==> src/rtl/serial_frame_receiver_pkg.sv <==
// Shared definitions for the serial frame receiver: FSM encodings, idle line
// level and the bit-counter width derivation.
package serial_frame_receiver_pkg;

  typedef enum logic [1:0] {
    ST_IDLE = 2'd0,
    ST_DATA = 2'd1,
    ST_STOP = 2'd2
  } state_t;

  // Upstream register resets to all ones, so an idle line reads as 1.
  localparam logic IDLE_LVL = 1'b1;

  function automatic int cnt_width(input int w);
    return (w <= 2) ? 1 : $clog2(w);
  endfunction

endpackage

==> src/rtl/serial_frame_receiver_if.sv <==
// Serial input / word output bundle between the upstream stage, the receiver
// and the downstream consumer.
interface serial_frame_receiver_if #(
  parameter int WIDTH = 8
);
  logic             CE;
  logic             SI;
  logic [WIDTH-1:0] DO;
  logic             DV;
  logic             DR;
  logic             FERR;
  logic             OVF;

  modport master (output CE, SI, DR, input DO, DV, FERR, OVF);
  modport slave  (input CE, SI, DR, output DO, DV, FERR, OVF);
endinterface

==> src/rtl/serial_frame_holdreg.sv <==
// One-entry output buffer: loads a finished word, releases it on DV&DR, and
// flags a sticky overflow when a word arrives while the entry is still held.
module serial_frame_holdreg #(
  parameter int WIDTH = 8
) (
  input  logic             i_clk,
  input  logic             i_rst,
  input  logic             i_load,
  input  logic [WIDTH-1:0] i_data,
  input  logic             i_rdy,
  output logic [WIDTH-1:0] o_data,
  output logic             o_vld,
  output logic             o_ovf
);
  logic [WIDTH-1:0] r_data;
  logic             r_vld;
  logic             r_ovf;
  logic             w_room;

  // Entry is free this edge if empty or being consumed right now.
  assign w_room = !r_vld || i_rdy;

  always_ff @(posedge i_clk) begin
    if (i_rst) begin
      r_data <= '0;
      r_vld  <= 1'b0;
      r_ovf  <= 1'b0;
    end else begin
      if (i_load && w_room) begin
        r_data <= i_data;
        r_vld  <= 1'b1;
      end else if (r_vld && i_rdy) begin
        r_vld  <= 1'b0;
      end
      if (i_load && !w_room)
        r_ovf <= 1'b1;
    end
  end

  assign o_data = r_data;
  assign o_vld  = r_vld;
  assign o_ovf  = r_ovf;
endmodule

==> src/rtl/serial_frame_receiver.sv <==
// Start/stop framed serial receiver: MSB-first reassembly of WIDTH-bit words
// into a one-entry valid/ready output buffer.
module serial_frame_receiver
  import serial_frame_receiver_pkg::*;
#(
  parameter int WIDTH = 8
) (
  input logic                   C,
  input logic                   R,
  serial_frame_receiver_if.slave bus
);
  localparam int CW = cnt_width(WIDTH);

  state_t           r_state;
  logic [CW-1:0]    r_cnt;
  logic [WIDTH-1:0] r_shreg;
  logic             r_ferr;

  logic             w_load;
  logic [WIDTH-1:0] w_do;
  logic             w_dv;
  logic             w_ovf;

  always_ff @(posedge C) begin
    if (R) begin
      r_state <= ST_IDLE;
      r_cnt   <= '0;
      r_shreg <= '0;
      r_ferr  <= 1'b0;
    end else begin
      r_ferr <= 1'b0;
      if (bus.CE) begin
        case (r_state)
          ST_IDLE: begin
            if (bus.SI != IDLE_LVL) begin
              r_state <= ST_DATA;
              r_cnt   <= '0;
            end
          end
          ST_DATA: begin
            r_shreg <= {r_shreg[WIDTH-2:0], bus.SI};
            r_cnt   <= r_cnt + 1'b1;
            if (r_cnt == CW'(WIDTH-1))
              r_state <= ST_STOP;
          end
          ST_STOP: begin
            // A 0 here is a framing error, never a new start bit.
            if (!bus.SI)
              r_ferr <= 1'b1;
            r_state <= ST_IDLE;
          end
          default: r_state <= ST_IDLE;
        endcase
      end
    end
  end

  assign w_load = bus.CE && (r_state == ST_STOP) && bus.SI;

  serial_frame_holdreg #(.WIDTH(WIDTH)) u_hold (
    .i_clk  (C),
    .i_rst  (R),
    .i_load (w_load),
    .i_data (r_shreg),
    .i_rdy  (bus.DR),
    .o_data (w_do),
    .o_vld  (w_dv),
    .o_ovf  (w_ovf)
  );

  assign bus.DO   = w_do;
  assign bus.DV   = w_dv;
  assign bus.FERR = r_ferr;
  assign bus.OVF  = w_ovf;
endmodule

==> src/flat_wrapper.sv <==
// flat-port wrapper written by rule: the top's interface ports become plain ports
module serial_frame_receiver_flat import serial_frame_receiver_pkg::*;
#(
  parameter int WIDTH = 8
)
  (C, R, bus_CE, bus_SI, bus_DR, bus_DO, bus_DV, bus_FERR, bus_OVF);
  serial_frame_receiver_if #(.WIDTH(WIDTH)) bus_i ();
  input logic C;
  input logic R;
  input wire logic [$bits(bus_i.CE)-1:0] bus_CE;
  input wire logic [$bits(bus_i.SI)-1:0] bus_SI;
  input wire logic [$bits(bus_i.DR)-1:0] bus_DR;
  output wire logic [$bits(bus_i.DO)-1:0] bus_DO;
  output wire logic [$bits(bus_i.DV)-1:0] bus_DV;
  output wire logic [$bits(bus_i.FERR)-1:0] bus_FERR;
  output wire logic [$bits(bus_i.OVF)-1:0] bus_OVF;
  assign bus_i.CE = bus_CE;
  assign bus_i.SI = bus_SI;
  assign bus_i.DR = bus_DR;
  assign bus_DO = bus_i.DO;
  assign bus_DV = bus_i.DV;
  assign bus_FERR = bus_i.FERR;
  assign bus_OVF = bus_i.OVF;
  serial_frame_receiver #(.WIDTH(WIDTH)) u_core (.C(C), .R(R), .bus(bus_i));
endmodule
==> config.mk <==
export PLATFORM = sky130hd
export DESIGN_NAME = serial_frame_receiver_flat
export DESIGN_NICKNAME = d
export VERILOG_FILES = /design/src/rtl/serial_frame_receiver_pkg.sv /design/src/rtl/serial_frame_receiver_if.sv /design/src/rtl/serial_frame_holdreg.sv /design/src/rtl/serial_frame_receiver.sv /design/src/flat_wrapper.sv
export SDC_FILE = /design/constraint.sdc
export NUM_CORES = 1
export LEC_CHECK = 0
export ABC_CLOCK_PERIOD_IN_PS = 2400
export CAP_MARGIN = 20
export CORE_MARGIN = 2
export CORE_UTILIZATION = 57
export CTS_BUF_LIST = sky130_fd_sc_hd__clkbuf_8
export DETAILED_ROUTE_END_ITERATION = 8
export HOLD_SLACK_MARGIN = 0.08
export MAX_ROUTING_LAYER = met4
export PLACE_DENSITY = 0.85
export RECOVER_POWER = 25
export SKIP_LAST_GASP = 1
export SLEW_MARGIN = 10
export SYNTH_ARGS = -nofsm -noshare
export SYNTH_HDL_FRONTEND = slang
export SYNTH_SLANG_ARGS = --single-unit
==> constraint.sdc <==
create_clock -name C -period 2.4 [get_ports C]
set_input_delay 0.48 -clock C [delete_from_list [all_inputs] [get_ports C]]
set_output_delay 0.48 -clock C [all_outputs]
set_load 0.005 [all_outputs]
==> metrics, run 1 <==
Worst Max-Slew Pin Slew=0.594 ns; Gate Count Post-Synth=111; busiest grt layer=met2; CTS Buf Count=3; worst-skew pair later-pin latency=0.26 ns; register area share after synthesis=50.7%; met3 GRT Util=3.60%; DP Wirelength=1.34 mm; fin. max-slew vios=0; prevailing post-synth register cell=dfxtp_1; H-tree levels=1; synth top area cells=dfxtp_1 51%, a21oi_1 11%, nand2_1 7.1%; register bit total from synthesis=24; hold slack=0.481 ns; Port Buffer Count=15; Die Area=2000 µm²; vias=848; gpl congestion=0.798; cell row count=14; worst path buffer plus inverter count=2; area added between synthesis and finish=21.3%; Hold Path Class=flop to flop; Crit Path Max Fanout=14; synthesized net count=118; postcts setup bufs=0; Max Fclk=536 MHz; min cycle time layout=1.87 ns; slowest stage delay, CP=0.78 ns; number of antenna diodes=0; unrepaired setup endpoints after global routing=false; first-pass GRT wire length=3.28 mm; Die X=44.8 µm; number of synthesized flops with an enable pin=0; Clk pin slew, worst setup/hold paths=0.08 ns; Final Hold Viols=0; Pwr Total=0.798 mW; family with the most delay on the worst path=buffers and inverters; post-route setup TNS=0 ns; CTS tree=built; fill cell count=118; CP endpoint kind=flop; largest net degree at the start of global routing=15; RR Startpoint=u_core.r_state[0]$_SDFFE_PP0P_; nature of the critical path startpoint=primary input; Layout Nets=131; Hold Path Origin=u_core.u_hold.o_data[4]$_SDFFE_PP0P_; Initial Utilization=62.2%; commonest non-fill, non-tap cells in the layout=24 x dfxtp_1, 21 x a21oi_1, 18 x nand2_1; vias in the first global route=770; largest area contributor in the netlist=dfxtp_1; PostCTS Resize Cnt=0; Setup Viol. Count Final=0; Final period util=77.8%; M2 GR Usage=40.0%; overall routed net length=2.04 mm; outcome=completed; Die Span Y=44.8 µm; average wire per standard cell=14.7 µm; Yosys cell types=22; drt drc=0; root buffer cell=clkbuf_8; total power per unit cell area=695 nW/µm²; Tot GR Track Use=23.4%; Synth async-reset ratio=0%; Worst Skew=0.00339 ns; GR Layer Usage met1=27.4%; # hold bufs at CTS=0; GRT overflow=0; cells along the critical path=dlygate4sd3_1, clkbuf_1, and3b_1; initial antenna violation count=0; I/O pins=16; Clock Path Buffers=2; Synth top area share=50.7%; share of cells above drive strength 1=4.88%; DRT Pass-1 Iters=4; critical setup path kind=primary input to flop; peak supply drop=0.406 mV; Worst EP arrival=2.03 ns; slowest stage cell, crit path=dlygate4sd3_1; CTS sink count=24; Iter 0 DRT Violations=40; worst relative slew slack=60.4%; synthesis warning total=0; commonest non-fill, non-tap cell in the layout=dfxtp_1; Data required, critical path=2.56 ns; Pleak=0.405 nW; Final ANT Viol Nets=0; CP startpoint=R; Max Cap Viol=0; core area=1520 µm²; Syn Area/Cell=8.53 µm²; via/cell ratio=6.10; Mapped Area=947 µm²
-- metal layers --
layer / share of wire (%) / vias up
met5: 0 / -
met4: 0.88 / 0
met3: 5.6 / 4
met2: 51 / 26
met1: 43 / 414
li1: - / 404
-- through the flow --
step                      utilization, %  std cells  instance area (µm²)  setup WS [ns]
after floorplan                        -        111                  947           1.17
final                               75.4        139                 1150          0.533
after detailed placement            70.9        135                 1080          0.464
after global placement              70.9        135                 1080          0.535
after global routing                75.4        139                 1150          0.449
after CTS                           75.6        139                 1150          0.747
-- sequential cells by signal (all words and copies together) (netlist names) --
signal,count
u_core.r_state,2
u_core.u_hold.o_vld,1
u_core.bus.FERR,1
u_core.r_shreg,8
u_core.u_hold.o_data,8
u_core.r_cnt,3
u_core.u_hold.o_ovf,1
-- synth_stat cells (all sizes together), types with 2 or more instances --
library cell   n
buf            5
dfxtp         24
nor2b          2
ha             2
nand2         18
clkbuf         3
a21oi         21
nor2           4
o21ai         10
nand2b         2
and3b          2
nand3          9
-- final cells by class --
class / instances / area [µm²] / share of cell area, %
repair buffers: 16 / 154 / 13.4
well taps: 16 / 20.0 / 1.74
flip-flops and latches: 24 / 480 / 41.8
multi-input cells: 78 / 419 / 36.5
clock inverters: 1 / 30.0 / 2.61
inverters: 1 / 3.75 / 0.327
clock buffers: 3 / 41.3 / 3.59
-- cells by family after synthesis --
| kind of cell | Yosys count | synth area share [%] |
|---|---|---|
| simple gates | 42 | 22.5 |
| compound gates | 33 | 18.0 |
| flops | 24 | 50.7 |
| buf+inv | 9 | 5.02 |
| fa+ha+maj | 2 | 2.64 |
| mux | 1 | 1.19 |
-- worst reg2reg max path: cells and delay by family (launching register included) --
| family | cells | cell delay (ns) |
|---|---|---|
| AND/OR/NAND/NOR | 2 | 0.51 |
| flip-flops | 1 | 0.47 |
| AO/OA/AOI/OAI | 1 | 0.24 |
-- power breakdown --
part	internal (mW)	switching [mW]	total (mW)	leakage [nW]
clock network	0.223	0.128	0.351	0.0357
registers	0.403	0.00674	0.410	0.194
logic	0.0145	0.0230	0.0375	0.175
total	0.640	0.158	0.798	0.405
-- path summary, 6_finish.rpt --
kind / to / slack (ns) / cells after the start
max: u_core.bus.FERR$_SDFF_PP0_ / 0.53 / 3
min: u_core.u_hold.o_data[4]$_SDFFE_PP0P_ / 0.48 / 2
max reg2reg: u_core.r_cnt[0]$_SDFFE_PP0P_ / 1.09 / 3
min reg2reg: u_core.u_hold.o_data[4]$_SDFFE_PP0P_ / 0.48 / 2
Note: power is estimated with default switching activity, not from simulation.
==> run 2, diff against run 1 <==
Settings changed: ABC_CLOCK_PERIOD_IN_PS 2400 to 1880, CORE_UTILIZATION 57 to 53, PLACE_DENSITY 0.85 to 0.8.
Clock period 2.4 ns to 1.88 ns, I/O delays scaled along.
==> run 2 against run 1 <==
Die area increased by 6.9%. Final cell count increased by 6.5%. Routed wire length decreased by 12%. Critical path type unchanged. Critical endpoint is now u_core.u_hold.o_data[2]$_SDFFE_PP0P_. Largest power group unchanged. Highest routed layer unchanged.
==> metrics, run 2 (synthesis results as in run 1) <==
CTS tree=built (unchanged); largest net degree at the start of global routing=19 (was 15); min cycle time layout=1.57 ns; Max Fclk=636 MHz; core area=1710 µm² (was 1520 µm²); dpl cells=144 (was 135); Tot GR Track Use=20.7% (was 23.4%); initial antenna violation count=0 (unchanged); Iter 0 DRT Violations=17 (was 40); Clock Power Share=43.8% (was 44.0%); vias in the first global route=707 (was 770); average wire per standard cell=12.2 µm (was 14.7 µm); cells along the critical path=dlygate4sd3_1, and4b_1, nand3_1, a21oi_1 (was dlygate4sd3_1, clkbuf_1, and3b_1); share of cells above drive strength 1=5.69% (was 4.88%); gpl congestion=0.757 (was 0.798); fin. max-slew vios=0 (unchanged); CTS sink count=24 (unchanged); cell row count=15 (was 14); root buffer cell=clkbuf_8 (unchanged); Pleak=0.408 nW (was 0.405 nW); pre-CTS setup slack=0.120 ns (was 0.464 ns); number of antenna diodes=0 (unchanged); Clk pin slew, worst setup/hold paths=0.08 ns (about the same); R2R Setup Slk=0.64 ns (was 1.09 ns); worst-skew pair later-pin latency=0.26 ns (about the same); first-pass GRT wire length=2.99 mm (was 3.28 mm); Max Cap Viol=0 (unchanged); DRT Pass-1 Iters=4 (unchanged); total power per unit cell area=871 nW/µm² (was 695 nW/µm²); Worst Max-Slew Pin Slew=0.449 ns (was 0.594 ns); commonest non-fill, non-tap cell in the layout=dfxtp_1 (unchanged); CP endpoint kind=flop (unchanged); sequential share of power=51.5% (was 51.3%); unrepaired setup endpoints after global routing=false (unchanged); Sequential cell area=480 µm² (unchanged); peak supply drop=0.484 mV (was 0.406 mV); sw frac=19.3% (was 19.8%); area added between synthesis and finish=22.9% (was 21.3%); Layout Nets=131 (unchanged); slowest stage delay, CP=0.66 ns (was 0.78 ns); slowest stage cell, crit path=dlygate4sd3_1 (unchanged); H-tree levels=1 (unchanged); Die Span Y=46.3 µm (was 44.8 µm); worst relative slew slack=70.0% (was 60.4%); outcome=completed (unchanged); Clock Path Buffers=2 (unchanged); final std cells w/o fill=148 (was 139); post-route cell area=1160 µm² (was 1150 µm²); drt drc=0 (unchanged); Cell Int Power=0.818 mW (was 0.640 mW); net switching power=0.195 mW (was 0.158 mW); commonest non-fill, non-tap cells in the layout=24 x dfxtp_1, 21 x a21oi_1, 18 x nand2_1 (unchanged); post-layout worst setup margin=0.308 ns (was 0.533 ns); Worst Skew=0.00321 ns (was 0.00339 ns); worst path buffer plus inverter count=1 (was 2); DP Wirelength=1.27 mm (was 1.34 mm); Multi-input gate area=419 µm² (unchanged); family with the most delay on the worst path=buffers and inverters (unchanged); Final period util=83.6%; Setup Viol. Count Final=0 (unchanged); fill cell count=147 (was 118); Final Hold Viols=0 (unchanged); CTS Buf Count=3 (unchanged); critical setup path kind=primary input to flop (unchanged); via/cell ratio=5.32 (was 6.10); Final ANT Viol Nets=0 (unchanged); Hold Path Class=flop to flop (unchanged); combinational share of power=4.6% (was 4.7%); Die Area=2140 µm² (was 2000 µm²); postcts setup bufs=0 (unchanged); Port Buffer Count=15 (unchanged); vias=788 (was 848); Initial Utilization=55.5% (was 62.2%); # hold bufs at CTS=0 (unchanged); Crit Path Max Fanout=9 (was 14); Cell Area, Placed=1090 µm² (was 1080 µm²); GRT overflow=0 (unchanged); Worst EP arrival=1.77 ns (was 2.03 ns); post-route setup TNS=0 ns (unchanged); nature of the critical path startpoint=primary input (unchanged); overall routed net length=1.81 mm (was 2.04 mm); Die X=46.3 µm (was 44.8 µm); PostCTS Resize Cnt=0 (unchanged); I/O pins=16 (unchanged); Data required, critical path=2.08 ns (was 2.56 ns)
## run 2: cell count changes in the layout (fill, tap and decap cells not counted), sizes merged
cell / before / now
clkbuf: 4 / 3
buf: 0 / 1
dlygate4sd3: 6 / 5
clkdlybuf4s50: 9 / 10
## run 2: layer usage
| layer | share of wire (%) | track usage [%] | up-vias | wire (µm) |
|---|---|---|---|---|
| li1 | - | - | 405 | - |
| met3 | 3.3 | 3.53 | 8 | 59 |
| met4 | 2.5 | 11.4 | 0 | 45 |
| met1 | 49 | 26.1 | 354 | 880 |
| met2 | 45 | 31.1 | 21 | 821 |
| met5 | 0 | - | - | 0 |
## run 2: final timing paths
check | cells past startpoint | to | startpoint
worst max-delay path | 4 | u_core.u_hold.o_data[2]$_SDFFE_PP0P_ | bus_CE
worst min-delay path | 2 | u_core.u_hold.o_data[0]$_SDFFE_PP0P_ | u_core.u_hold.o_data[0]$_SDFFE_PP0P_
worst max register to register | 3 | u_core.u_hold.o_data[2]$_SDFFE_PP0P_ | u_core.r_state[1]$_SDFFE_PP0P_
worst min register to register | 2 | u_core.u_hold.o_data[0]$_SDFFE_PP0P_ | u_core.u_hold.o_data[0]$_SDFFE_PP0P_
## run 2: metrics by stage
stage | hold slack, ns | utilization (%) | power, mW
finish | 0.474 | 68.1 | 1.01
global placement | 0.450 | 64.0 | 0.580
detailed placement | 0.457 | 64.0 | 0.582
CTS | 0.480 | 68.1 | 1.02
floorplan | 0.437 | - | 0.570
global route | 0.496 | 68.1 | 1.05
## run 2: layout make-up
type	count	area share, %
flip-flops and latches	24	41.3
clock buffers	3	3.55
well taps	25	2.69
multi-input cells	78	36.0
clock inverters	1	2.58
inverters	1	0.323
repair buffers	16	13.5
## run 2: worst min-delay path: stages (launching register included)
cell	delay, ns
dfxtp_1	0.31
o21ai_0	0.06
a21oi_1	0.06
## run 2: power groups by stage
stage	Sequential [mW]	Clock [mW]	Combinational [mW]
final	0.522	0.444	0.0470
after floorplan	0.529	0	0.0417
after global routing	0.524	0.475	0.0518
after global placement	0.534	0	0.0460
after detailed placement	0.534	0	0.0475
after CTS	0.522	0.455	0.0476
==> run 3, diff against run 2 <==
Settings changed: ABC_CLOCK_PERIOD_IN_PS 1880 to 1400, CORE_UTILIZATION 53 to 48, PLACE_DENSITY 0.8 to 0.76.
Clock period 1.88 ns to 1.4 ns, I/O delays scaled along.
==> run 3 against run 2 <==
Non-clock buffer count increased by 5. Routed wire length is 5.8% higher. First-iteration DRC count down 35%. Power grew 21%. Via count increased by 2.3%. Global-route usage fell by 2.1 points. Flip-flop and latch count is the same. Cell area is 3.7% higher. Final cell count up 4.7%. Clock skew shrank 0.0014 ns. Worst hold slack worse by 0.0028 ns. Register-to-register slack worse by 0.44 ns. Largest cell class unchanged. Largest power group unchanged. Highest routed layer unchanged.
==> metrics, run 3 (synthesis results as in run 1) <==
Clock Power Share=36.5% (was 43.8%); critical setup path kind=flop to output pin (was primary input to flop); CTS sink count=24 (unchanged); highest metal used=met4 (unchanged); area added between synthesis and finish=27.3% (was 22.9%); vias=806 (was 788); worst-skew pair later-pin latency=0.26 ns (about the same); Hold Path Origin=u_core.r_cnt[0]$_SDFFE_PP0P_ (was u_core.u_hold.o_data[0]$_SDFFE_PP0P_); gpl congestion=0.765 (was 0.757); fill cell count=167 (was 147); CP endpoint kind=output pin (was flop); via/cell ratio=5.20 (was 5.32); unrepaired setup endpoints after global routing=false (unchanged); dpl cells=151 (was 144); sequential share of power=57.1% (was 51.5%); Setup Viol. Count Final=0 (unchanged); net switching power=0.250 mW (was 0.195 mW); sw frac=20.3% (was 19.3%); outcome=completed (unchanged); Tot GR Track Use=18.6% (was 20.7%); Hold Path Class=flop to flop (unchanged); worst relative slew slack=69.3% (was 70.0%); hold slack=0.471 ns (was 0.474 ns); Final period util=97.4%; Final ANT Viol Nets=0 (unchanged); peak supply drop=0.655 mV (was 0.484 mV); met1 wire length=892 µm (was 880 µm); family with the most delay on the worst path=buffers and inverters (unchanged); hold path depth=1 (was 2); min cycle time layout=1.36 ns; WL met2=922 µm (was 821 µm); Met3 Wirelength=51 µm (was 59 µm); nature of the critical path startpoint=flop (was primary input); R2R Setup Slk=0.20 ns (was 0.64 ns); Worst EP arrival=1.08 ns (was 1.77 ns); Multi-input gate area=419 µm² (unchanged); I/O pins=16 (unchanged); CP startpoint=u_core.u_hold.o_ovf$_SDFFE_PP0P_ (was bus_CE); fin. max-slew vios=0 (unchanged); DP Wirelength=1.35 mm (was 1.27 mm); cell row count=16 (was 15); initial antenna violation count=0 (unchanged); r2r worst-path depth=4 (was 3); combinational share of power=6.5% (was 4.6%); largest net degree at the start of global routing=24 (was 19); Clock Path Buffers=2 (unchanged); worst path buffer plus inverter count=1 (unchanged); drt drc=0 (unchanged); post-layout util=63.4% (was 68.1%); Sequential cell area=484 µm² (was 480 µm²); overall routed net length=1.91 mm (was 1.81 mm); Layout Nets=136 (was 131); number of antenna diodes=0 (unchanged); cells along the critical path=clkdlybuf4s50_1 (was dlygate4sd3_1, and4b_1, nand3_1, a21oi_1); root buffer cell=clkbuf_8 (unchanged); Worst Hold End=u_core.r_cnt[0]$_SDFFE_PP0P_ (was u_core.u_hold.o_data[0]$_SDFFE_PP0P_); Max Fclk=733 MHz; Pleak=0.423 nW (was 0.408 nW); final std cells w/o fill=155 (was 148); CTS tree=built (unchanged); average wire per standard cell=12.3 µm (was 12.2 µm); first-pass GRT wire length=3.28 mm (was 2.99 mm); Die Area=2340 µm² (was 2140 µm²); core area=1900 µm² (was 1710 µm²); Port Buffer Count=15 (unchanged); Cell Int Power=0.979 mW (was 0.818 mW); total power per unit cell area=1020 nW/µm² (was 871 nW/µm²); RR Endpoint=u_core.u_hold.o_data[0]$_SDFFE_PP0P_ (was u_core.u_hold.o_data[2]$_SDFFE_PP0P_); Iter 0 DRT Violations=11 (was 17); commonest non-fill, non-tap cells in the layout=21 x a21oi_1, 21 x dfxtp_1, 18 x nand2_1 (was 24 x dfxtp_1, 21 x a21oi_1, 18 x nand2_1); RR Startpoint=u_core.r_state[0]$_SDFFE_PP0P_ (was u_core.r_state[1]$_SDFFE_PP0P_); Clk pin slew, worst setup/hold paths=0.08 ns (about the same); Final Hold Viols=0 (unchanged); slowest stage delay, CP=0.49 ns (was 0.66 ns); share of cells above drive strength 1=11.7% (was 5.69%); DRT Pass-1 Iters=5 (was 4); Data required, critical path=1.12 ns (was 2.08 ns); Crit Path Max Fanout=2 (was 9); H-tree levels=1 (unchanged); Die X=48.4 µm (was 46.3 µm); Worst Skew=0.00182 ns (was 0.00321 ns); vias in the first global route=771 (was 707); Initial Utilization=49.8% (was 55.5%); postcts setup bufs=0 (unchanged); GRT overflow=0 (unchanged); Worst Max-Slew Pin Slew=0.460 ns (was 0.449 ns); CTS Buf Count=3 (unchanged); slowest stage cell, crit path=clkdlybuf4s50_1 (was dlygate4sd3_1); Max Cap Viol=0 (unchanged); Die Span Y=48.4 µm (was 46.3 µm)
## run 3: changes by cell type in the layout (fill, tap and decap cells not counted)
cell	delta
clkdlybuf4s50_1	+1
dlygate4sd3_1	-5
clkbuf_8	+1
bufinv_16	-1
clkdlybuf4s25_1	+3
dlymetal6s2s_1	+1
dfxtp_2	+3
buf_12	+1
buf_4	+4
dfxtp_1	-3
## run 3: worst max-delay path by stage
| stage | end | slack [ns] | depth (start not counted) |
|---|---|---|---|
| 2_1_floorplan | u_core.u_hold.o_data[5]$_SDFFE_PP0P_ | 0.30 | 4 |
| 3_5_place_dp | u_core.r_shreg[6]$_SDFFE_PP0P_ | -0.20 | 5 |
| 5_1_grt | bus_OVF | 0.0003 | 1 |
| 6_report | bus_OVF | 0.04 | 1 |
| 3_3_place_gp | u_core.r_shreg[7]$_SDFFE_PP0P_ | -0.14 | 5 |
| 4_1_cts | bus_DV | 0.01 | 1 |
## run 3: metrics by stage
stage	cell area [µm²]	total power [mW]	worst slack (ns)	setup TNS, ns
finish	1210	1.23	0.0361	0
global route	1210	1.28	0.000252	0
CTS	1200	1.24	0.0106	0
detailed placement	1140	0.796	-0.201	-2.97
global placement	1140	0.793	-0.136	-2.14
floorplan	947	0.766	0.299	0
## run 3: routing by layer
layer | track usage [%] | vias to the layer above
met3 | 2.47 | 6
met1 | 22.0 | 366
met4 | 11.0 | 0
met5 | - | -
li1 | - | 417
met2 | 30.3 | 17
## run 3: final cells by class
type,count,share of cell area [%]
Inverter,1,0.311
Sequential cell,24,40.1
Clock buffer,4,4.56
Tap cell,27,2.80
Timing Repair Buffer,21,17.4
Multi-Input combinational cell,78,34.8
## run 3: what timing repair did
action	CTS	global route
gates resized for setup	0	7
setup endpoints to repair	0	22
hold buffers	0	0
endpoints found under the hold margin	0	0
## run 3: power groups by stage
stage	clock [mW]	combinational, mW	sequential (mW)
after floorplan	0	0.0560	0.710
after global placement	0	0.0763	0.717
after detailed placement	0	0.0792	0.717
after CTS	0.463	0.0797	0.702
after global routing	0.489	0.0871	0.704
final	0.448	0.0793	0.701
